--- src/rtl/ps2_keyboard_rx_if.sv ---
// ps2_keyboard_rx_if: PS/2 line inputs and decoded key outputs bundle.
// The err_count signal exists only when PS2_ERR_COUNT_EN is defined.
interface ps2_keyboard_rx_if;
  logic       ps2_clk;
  logic       ps2_data;
  logic [7:0] scan_code;
  logic       key_valid;
  logic       key_held;
  logic       frame_error;
`ifdef PS2_ERR_COUNT_EN
  logic [7:0] err_count;
  modport master (output ps2_clk, ps2_data, input scan_code, key_valid, key_held, frame_error, err_count);
  modport slave  (input ps2_clk, ps2_data, output scan_code, key_valid, key_held, frame_error, err_count);
`else
  modport master (output ps2_clk, ps2_data, input scan_code, key_valid, key_held, frame_error);
  modport slave  (input ps2_clk, ps2_data, output scan_code, key_valid, key_held, frame_error);
`endif
endinterface

--- src/rtl/ps2_keyboard_rx.sv ---
// ps2_keyboard_rx: PS/2 keyboard receiver tracking the held key's make code.
// Define PS2_ERR_COUNT_EN to add the saturating err_count output.
module ps2_keyboard_rx #(
  parameter int FILTER_LEN     = 4,
  parameter int TIMEOUT_CYCLES = 50000
) (
  input logic              clk,
  input logic              reset,
  ps2_keyboard_rx_if.slave bus
);
  localparam int FW = $clog2(FILTER_LEN + 1);
  localparam int TW = $clog2(TIMEOUT_CYCLES + 1);
  typedef enum logic [1:0] {IDLE, RECV, CHECK} state_t;
  state_t        state_q, state_d;
  logic [1:0]    clk_sync_q, clk_sync_d, dat_sync_q, dat_sync_d;
  logic          filt_q, filt_d;
  logic [FW-1:0] fcnt_q, fcnt_d;
  logic [3:0]    bitcnt_q, bitcnt_d;
  logic [9:0]    sh_q, sh_d;
  logic [TW-1:0] tmo_q, tmo_d;
  logic          brk_q, brk_d, ext_q, ext_d;
  logic [7:0]    scan_q, scan_d;
  logic          held_q, held_d, kv_q, kv_d, fe_q, fe_d;
  logic          strobe, bit_in, frame_ok;
  logic [7:0]    rx_byte;
`ifdef PS2_ERR_COUNT_EN
  logic [7:0]    err_q, err_d;
  assign bus.err_count = err_q;
`endif
  assign bus.scan_code   = scan_q;
  assign bus.key_held    = held_q;
  assign bus.key_valid   = kv_q;
  assign bus.frame_error = fe_q;
  always_comb begin
    clk_sync_d = {clk_sync_q[0], bus.ps2_clk};
    dat_sync_d = {dat_sync_q[0], bus.ps2_data};
    filt_d     = filt_q;
    fcnt_d     = '0;
    // filtered level flips on the FILTER_LEN-th consecutive differing sample
    if (clk_sync_q[1] != filt_q) begin
      fcnt_d = (fcnt_q == FW'(FILTER_LEN - 1)) ? '0 : fcnt_q + 1'b1;
      filt_d = (fcnt_q == FW'(FILTER_LEN - 1)) ? clk_sync_q[1] : filt_q;
    end
    strobe   = filt_q & ~filt_d;
    bit_in   = dat_sync_q[1];
    rx_byte  = sh_q[7:0];
    frame_ok = sh_q[9] & (^sh_q[8:0]);
    state_d  = state_q;
    bitcnt_d = bitcnt_q;
    sh_d     = sh_q;
    tmo_d    = '0;
    brk_d    = brk_q;
    ext_d    = ext_q;
    scan_d   = scan_q;
    held_d   = held_q;
    kv_d     = 1'b0;
    fe_d     = 1'b0;
`ifdef PS2_ERR_COUNT_EN
    err_d    = err_q;
`endif
    case (state_q)
      IDLE: begin
        state_d  = (strobe && !bit_in) ? RECV : IDLE;
        bitcnt_d = (strobe && !bit_in) ? 4'd1 : 4'd0;
      end
      RECV: begin
        if (strobe) begin
          sh_d     = {bit_in, sh_q[9:1]};
          bitcnt_d = (bitcnt_q == 4'd10) ? 4'd0 : bitcnt_q + 4'd1;
          state_d  = (bitcnt_q == 4'd10) ? CHECK : RECV;
        end else if (filt_q && tmo_q == TW'(TIMEOUT_CYCLES - 1)) begin
          state_d  = IDLE;
          bitcnt_d = 4'd0;
        end else begin
          tmo_d = filt_q ? tmo_q + 1'b1 : tmo_q;
        end
      end
      CHECK: begin
        state_d = IDLE;
        if (!frame_ok) begin
          fe_d = 1'b1;
`ifdef PS2_ERR_COUNT_EN
          err_d = err_q + {7'd0, err_q != 8'hFF};
`endif
        end else if (rx_byte == 8'hE0) begin
          ext_d = 1'b1;
        end else if (rx_byte == 8'hF0) begin
          brk_d = 1'b1;
        end else begin
          // break releases only the key currently held; prefixes are consumed here
          brk_d  = 1'b0;
          ext_d  = 1'b0;
          kv_d   = !brk_q && (rx_byte != scan_q);
          scan_d = brk_q ? ((rx_byte == scan_q) ? 8'h00 : scan_q) : rx_byte;
          held_d = brk_q ? ((rx_byte == scan_q) ? 1'b0 : held_q) : 1'b1;
        end
      end
      default: state_d = IDLE;
    endcase
  end
  always_ff @(posedge clk) begin
    if (reset) begin
      state_q    <= IDLE;
      clk_sync_q <= 2'b11;
      dat_sync_q <= 2'b11;
      filt_q     <= 1'b1;
      fcnt_q     <= '0;
      bitcnt_q   <= 4'd0;
      sh_q       <= '0;
      tmo_q      <= '0;
      brk_q      <= 1'b0;
      ext_q      <= 1'b0;
      scan_q     <= 8'h00;
      held_q     <= 1'b0;
      kv_q       <= 1'b0;
      fe_q       <= 1'b0;
`ifdef PS2_ERR_COUNT_EN
      err_q      <= 8'h00;
`endif
    end else begin
      state_q    <= state_d;
      clk_sync_q <= clk_sync_d;
      dat_sync_q <= dat_sync_d;
      filt_q     <= filt_d;
      fcnt_q     <= fcnt_d;
      bitcnt_q   <= bitcnt_d;
      sh_q       <= sh_d;
      tmo_q      <= tmo_d;
      brk_q      <= brk_d;
      ext_q      <= ext_d;
      scan_q     <= scan_d;
      held_q     <= held_d;
      kv_q       <= kv_d;
      fe_q       <= fe_d;
`ifdef PS2_ERR_COUNT_EN
      err_q      <= err_d;
`endif
    end
  end
endmodule
--- src/flat_wrapper.sv ---
// flat-port wrapper written by rule: the top's interface ports become plain ports
module ps2_keyboard_rx_flat 
#(
  parameter int FILTER_LEN     = 4,
  parameter int TIMEOUT_CYCLES = 50000
)
  (clk, reset, bus_ps2_clk, bus_ps2_data, bus_scan_code, bus_key_valid, bus_key_held, bus_frame_error);
  ps2_keyboard_rx_if bus_i ();
  input logic clk;
  input logic reset;
  input wire logic [$bits(bus_i.ps2_clk)-1:0] bus_ps2_clk;
  input wire logic [$bits(bus_i.ps2_data)-1:0] bus_ps2_data;
  output wire logic [$bits(bus_i.scan_code)-1:0] bus_scan_code;
  output wire logic [$bits(bus_i.key_valid)-1:0] bus_key_valid;
  output wire logic [$bits(bus_i.key_held)-1:0] bus_key_held;
  output wire logic [$bits(bus_i.frame_error)-1:0] bus_frame_error;
  assign bus_i.ps2_clk = bus_ps2_clk;
  assign bus_i.ps2_data = bus_ps2_data;
  assign bus_scan_code = bus_i.scan_code;
  assign bus_key_valid = bus_i.key_valid;
  assign bus_key_held = bus_i.key_held;
  assign bus_frame_error = bus_i.frame_error;
  ps2_keyboard_rx #(.FILTER_LEN(FILTER_LEN), .TIMEOUT_CYCLES(TIMEOUT_CYCLES)) u_core (.clk(clk), .reset(reset), .bus(bus_i));
endmodule
--- config.mk ---
export PLATFORM = sky130hd
export DESIGN_NAME = ps2_keyboard_rx_flat
export DESIGN_NICKNAME = d
export VERILOG_FILES = /design/src/rtl/ps2_keyboard_rx_if.sv /design/src/rtl/ps2_keyboard_rx.sv /design/src/flat_wrapper.sv
export SDC_FILE = /design/constraint.sdc
export NUM_CORES = 1
export LEC_CHECK = 0
export BUFFER_PORTS_ARGS = -buffer_cell sky130_fd_sc_hd__buf_2
export CORE_UTILIZATION = 53
export DETAILED_ROUTE_END_ITERATION = 10
export PLACE_DENSITY_LB_ADDON = 0.3
export REMOVE_ABC_BUFFERS = 1
export SLEW_MARGIN = 20
export SYNTH_ARGS = -nofsm -noshare
export SYNTH_HDL_FRONTEND = slang
export SYNTH_SLANG_ARGS = --single-unit
--- constraint.sdc ---
create_clock -name clk -period 1.99 [get_ports clk]
set_input_delay 0.199 -clock clk [delete_from_list [all_inputs] [get_ports clk]]
set_output_delay 0.199 -clock clk [all_outputs]
set_load 0.02 [all_outputs]
# Word level (Yosys, flattened, before mapping)
# Cells that the tools add are included.
# op_classes
addsub,3
n_mux,18
bitwise_logic,9
n_reduce_logical,16
eq_ne,12
# op_table
cell,n
adder 16 x 1 -> 16 bit (second input constant),1
== test 16 bit (second input constant),1
== test 8 bit (second input constant),2
two-way mux 8 bit,2
two-way mux 4 bit,3
parity 9 bit,1
== test 8 bit,1
two-way mux 1 bit,8
inequality test 8 bit,1
one-hot mux 4 bit (2 select lines),1
NOT 1 bit,7
two-way mux 2 bit,3
AND reduction 5 bit,1
OR reduction 5 bit,1
adder 4 x 1 -> 4 bit (second input constant),1
== test 4 bit (second input constant),1
one-hot mux 2 bit (2 select lines),1
AND reduction 2 bit,2
OR reduction 4 bit,1
adder 3 x 1 -> 3 bit (second input constant),1
== test 3 x 2 -> 1 bit (second input constant),1
logical AND 1 bit,3
inequality test 3 x 1 -> 1 bit (second input constant),1
AND reduction 3 bit,1
10 further kinds,12
# totals
output_inout_bits,11
regBits,52
word_cells,71

# Depth between registers and ports, before layout
# logic_depth
word_depth,8
ltp_mapped,9
depth_no_buf,7

# Worst setup path before layout
# OpenSTA, ideal clock, no wires.
# synth_timing
kind,reg-to-reg
start,register u_core.sh_q[4]
end,"register u_core.scan_q[5], in the netlist u_core.bus.scan_code[5]"
required_time_ps,1873
period_less_slack_ps,1947
stages_incl_launch_ff,8
setup_time_ps,117
arrival_ps,1830
path_slack_ps,43
path_cell_list,dfxtp_1 > inv_1 > ha_1 > xnor3_2 > xnor2_2 > nor3b_2 > a21oi_2 > a22o_1
# synth_between
elab_chain_cells,3
# synth_lines
item,line,rtl
from (decl),ps2_keyboard_rx.sv:19,"logic [9:0] sh_q, sh_d;"
from (signal assigned),ps2_keyboard_rx.sv:109,sh_q <= '0;
from (signal assigned),ps2_keyboard_rx.sv:127,sh_q <= sh_d;
== test 8 bit (tied with other cells),ps2_keyboard_rx.sv:94,scan_d = brk_q ? ((rx_byte == scan_q) ? 8'h00 : scan_q) : rx_byte;
inequality test 2 bit (no line) (tied with other cells),n/a,
AND reduction 5 bit (no line) (*),n/a,
to (signal assigned),ps2_keyboard_rx.sv:131,scan_q <= scan_d;
to (decl),ps2_keyboard_rx.sv:22,"logic [7:0] scan_q, scan_d;"
# Mark *: on every way between the ends. The rest lies on a longest branch, timed or not.
# A chain may end at the register's enable or synchronous reset.

# Worst setup path after layout
# layout_timing
start,register u_core.sh_q[2]
end,"register u_core.scan_q[4], in the netlist u_core.bus.scan_code[4]"
# Same word-level chain as after synthesis.

==> results.md <==
* Run status: finished clean
* DRC errors left at 0
* Post-route clock skew at 0.003616 ns
* Final setup fails at 0
* Number of cells on the worst hold path at 2
* Fill cells at 338
* Aggregate global-route resource usage at 20.20%
* Die height at 67.93 um
* Remaining max-slew budget at the tightest pin at 67.65%
* Number of instances in the synthesized netlist at 248
* Detailed Route WL at 4.025 mm
* Terminus of the critical flop-to-flop path: u_core.bus.scan_code[4]
* Non-filler cells, final at 325
* Total area of multi-input combinational cells at 0.001235 mm2
* Type of the worst setup path: reg2reg
* Hold worst-path end: u_core.dat_sync_q[0]
* Port buffer count at 14
* Most common library cells after synthesis: sky130_fd_sc_hd__dfxtp_1, sky130_fd_sc_hd__nand2_1, sky130_fd_sc_hd__nor2_1
* Maximum count of clock buffers along a single path at 2
* Part of the Yosys area used for sequential elements at 45.19%
* First-iteration detailed-routing DRC count at 96
* Synthesized cell area at 0.002303 mm2
* Number of warnings reported in the yosys synthesis log at 0
* Crit path time final at 1.907 ns
* Global placement routability congestion at 0.7991
* Post-synthesis cell type count at 46
* Largest net degree at the start of global routing at 22
* Setup TNS at 0 ns
* Dominant cells by area after synthesis: sky130_fd_sc_hd__dfxtp_1, sky130_fd_sc_hd__xnor2_1, sky130_fd_sc_hd__ha_1
* FFs w/ async S/R, synth at 0%
* Critical Path Max Stage Delay at 0.36 ns
* Fin crit share at 95.82%
* Leakage power figure at 0.9880 nW
* Post-synthesis sequential element count at 52
* Vias in the first global route at 1599
* Routed vias/inst at 5.308
* Cell type with the largest total area after synthesis: sky130_fd_sc_hd__dfxtp_1
* 1st-pass router iterations at 4
* Capturing element type of the critical path: flip-flop
* Number of maximum-capacitance constraint violations at 0
* Final Hold Fails at 0
* Placed cell area at 0.002491 mm2
* Path class of the lowest-slack min-delay path: in2reg
* Initial antenna violation count at 0
* Starting density of the core at 56.37%
* Most common flop cell mapped by yosys: sky130_fd_sc_hd__dfxtp_1
* Number of nets still failing antenna checks after routing at 0
* Most frequent cell after synthesis: sky130_fd_sc_hd__dfxtp_1
* Cell Chain, Critical Path: inv_1, ha_4, xnor3_2, xnor2_4, nor3b_4, a21oi_4, a22o_1
* R2R setup slack at 0.08 ns
* Clock slew at reported path FFs at 0.09 ns
* Number of top-level pins at 15
* Die outline width at 67.93 um
* Start of the worst register-to-register path: u_core.sh_q[2]
* Root Driver: sky130_fd_sc_hd__clkbuf_8
* CP startpoint kind: flip-flop
* Nets at 288
* Reg2Reg Depth at 7
* Mean cell area of the mapped netlist at 9.288 um2
* Htree depth at 2
* Full die area at 0.004614 mm2
* CTS tree: built
* Achievable Freq at 524.4 MHz
* EDFF count, synth at 0
* Peak supply drop at 0.0004198 V
* Number of antenna cells inserted at 0
* Share of the synthesized area in the top cell type at 45.19%
* Number of buffers created by CTS at 5
* Tightest Pin Transition at 0.4816 ns
* Ratio of cells with drive above 1 in the final layout at 17.82%
* Final std cell area, no fill at 0.002636 mm2
* Number of sinks driven by the clock tree at 52
* Congestion Overflow GR at 0
* Setup repair after global routing missed its margin: false
* HP Start: bus_ps2_data
* Wire length of the first global-routing pass at 6.906 mm
* Source-to-sink clock delay at the later pin of the worst-skew pair at 0.30 ns
* Critical path's slowest cell: sky130_fd_sc_hd__xnor3_2
* Floorplan core area at 0.004086 mm2
* Detail Placement HPWL at 2.849 mm
* CP Max Fanout at 8
* Number of slew-limit violations in the final report at 0
* Std cell rows at 23
* Total number of vias at 1725
* Signal arrival time at the worst endpoint at 2.11 ns
* Reg area at 0.001044 mm2
* Synthesis-to-finish area growth at 14.45%
* Placed insts at 317
* DR WL/cell at 12.38 um
* Power density relative to cell area at 637.1 mW/mm2
* Worst EP required at 2.19 ns
area by class of cell:
type	instances	area share (%)
multi-input cells	178	46.84
repair buffers	27	6.360
inverters	10	1.424
flip-flops and latches	52	39.58
clock buffers	8	3.417
well taps	50	2.373
where the power goes:
part           switching [mW]  internal [mW]
logic                  0.0136        0.00864
registers             0.00185           1.04
clock network           0.328          0.284
total                   0.343           1.34
repair_timing:
item / 4_1_cts / 5_1_grt
endpoints found under the setup margin: 4 / 10
pin swaps: 12 / 1
setup buffers: 0 / 0
hold buffers: 0 / 0
gates resized for setup: 6 / 3
worst max-delay path by stage:
stage                               to      startpoint  cells past startpoint  slack (ns)
2_1_floorplan  u_core.bus.scan_code[5]  u_core.sh_q[4]                      7        0.04
4_1_cts        u_core.bus.scan_code[4]  u_core.sh_q[2]                      7        0.04
5_1_grt        u_core.bus.scan_code[4]  u_core.sh_q[2]                      7       0.006
3_3_place_gp   u_core.bus.scan_code[1]  u_core.sh_q[4]                      7        0.05
3_5_place_dp   u_core.bus.scan_code[4]  u_core.sh_q[4]                      7        0.01
6_report       u_core.bus.scan_code[4]  u_core.sh_q[2]                      7        0.08
layout by cell type, fill, tap and decap left out, types with 5 or more instances in the layout:
cell                       synthesis  routed
sky130_fd_sc_hd__a21oi_1          14      14
sky130_fd_sc_hd__a22o_1            8       8
sky130_fd_sc_hd__clkbuf_8          0       6
sky130_fd_sc_hd__ha_1             10       9
sky130_fd_sc_hd__inv_1            10       9
sky130_fd_sc_hd__xnor2_1          17      16
sky130_fd_sc_hd__dfxtp_1          52      50
sky130_fd_sc_hd__buf_2             1      14
sky130_fd_sc_hd__nand2_1          32      32
sky130_fd_sc_hd__nor2_1           24      24
sky130_fd_sc_hd__xor2_1            8       8
sky130_fd_sc_hd__nand4_1           7       7
sky130_fd_sc_hd__buf_4             1      13
sky130_fd_sc_hd__or2_2             5       5
sky130_fd_sc_hd__nand3_1           5       5
through the flow:
step	total power, mW	hold slack [ns]	util [%]	setup WS [ns]
global placement	1.091	0.3817	60.96	0.05353
detailed placement	1.092	0.3839	60.96	0.009589
global route	1.742	0.06051	64.51	0.005564
CTS	1.701	0.06117	63.87	0.03733
floorplan	1.077	0.2681	-	0.04281
finish	1.680	0.07031	64.51	0.08311
routing by layer:
metal	wire length, um	GRT usage [%]
met5	0	0
met4	85	9.635
met3	128	5.500
met2	1904	33.09
met1	1907	24.26
sequential cells by signal, indices dropped and copies added, names as in the netlist, 2 cells and up:
| signal | count |
|---|---|
| u_core.bitcnt_q | 4 |
| u_core.bus.scan_code | 8 |
| u_core.clk_sync_q | 2 |
| u_core.dat_sync_q | 2 |
| u_core.fcnt_q | 3 |
| u_core.sh_q | 10 |
| u_core.state_q | 2 |
| u_core.tmo_q | 16 |
kinds of logic after synthesis:
logic type | after synthesis | synth area share [%]
simple gates | 101 | 22.16
flops | 52 | 45.19
compound gates | 38 | 11.63
xor+xnor | 27 | 11.24
buf+inv | 18 | 3.477
fa+ha+maj | 10 | 5.432
mux | 2 | 0.8691
critical path, delay by kind of cell, from the launching register on:
kind                     cells  cell delay, ns
buffers and inverters        1            0.06
flip-flops                   1            0.33
adder cells (fa/ha/maj)      1            0.26
XOR/XNOR                     2            0.55
AND/OR/NAND/NOR              1            0.25
AO/OA/AOI/OAI                2            0.35
Power figures use the tool's default switching activity.
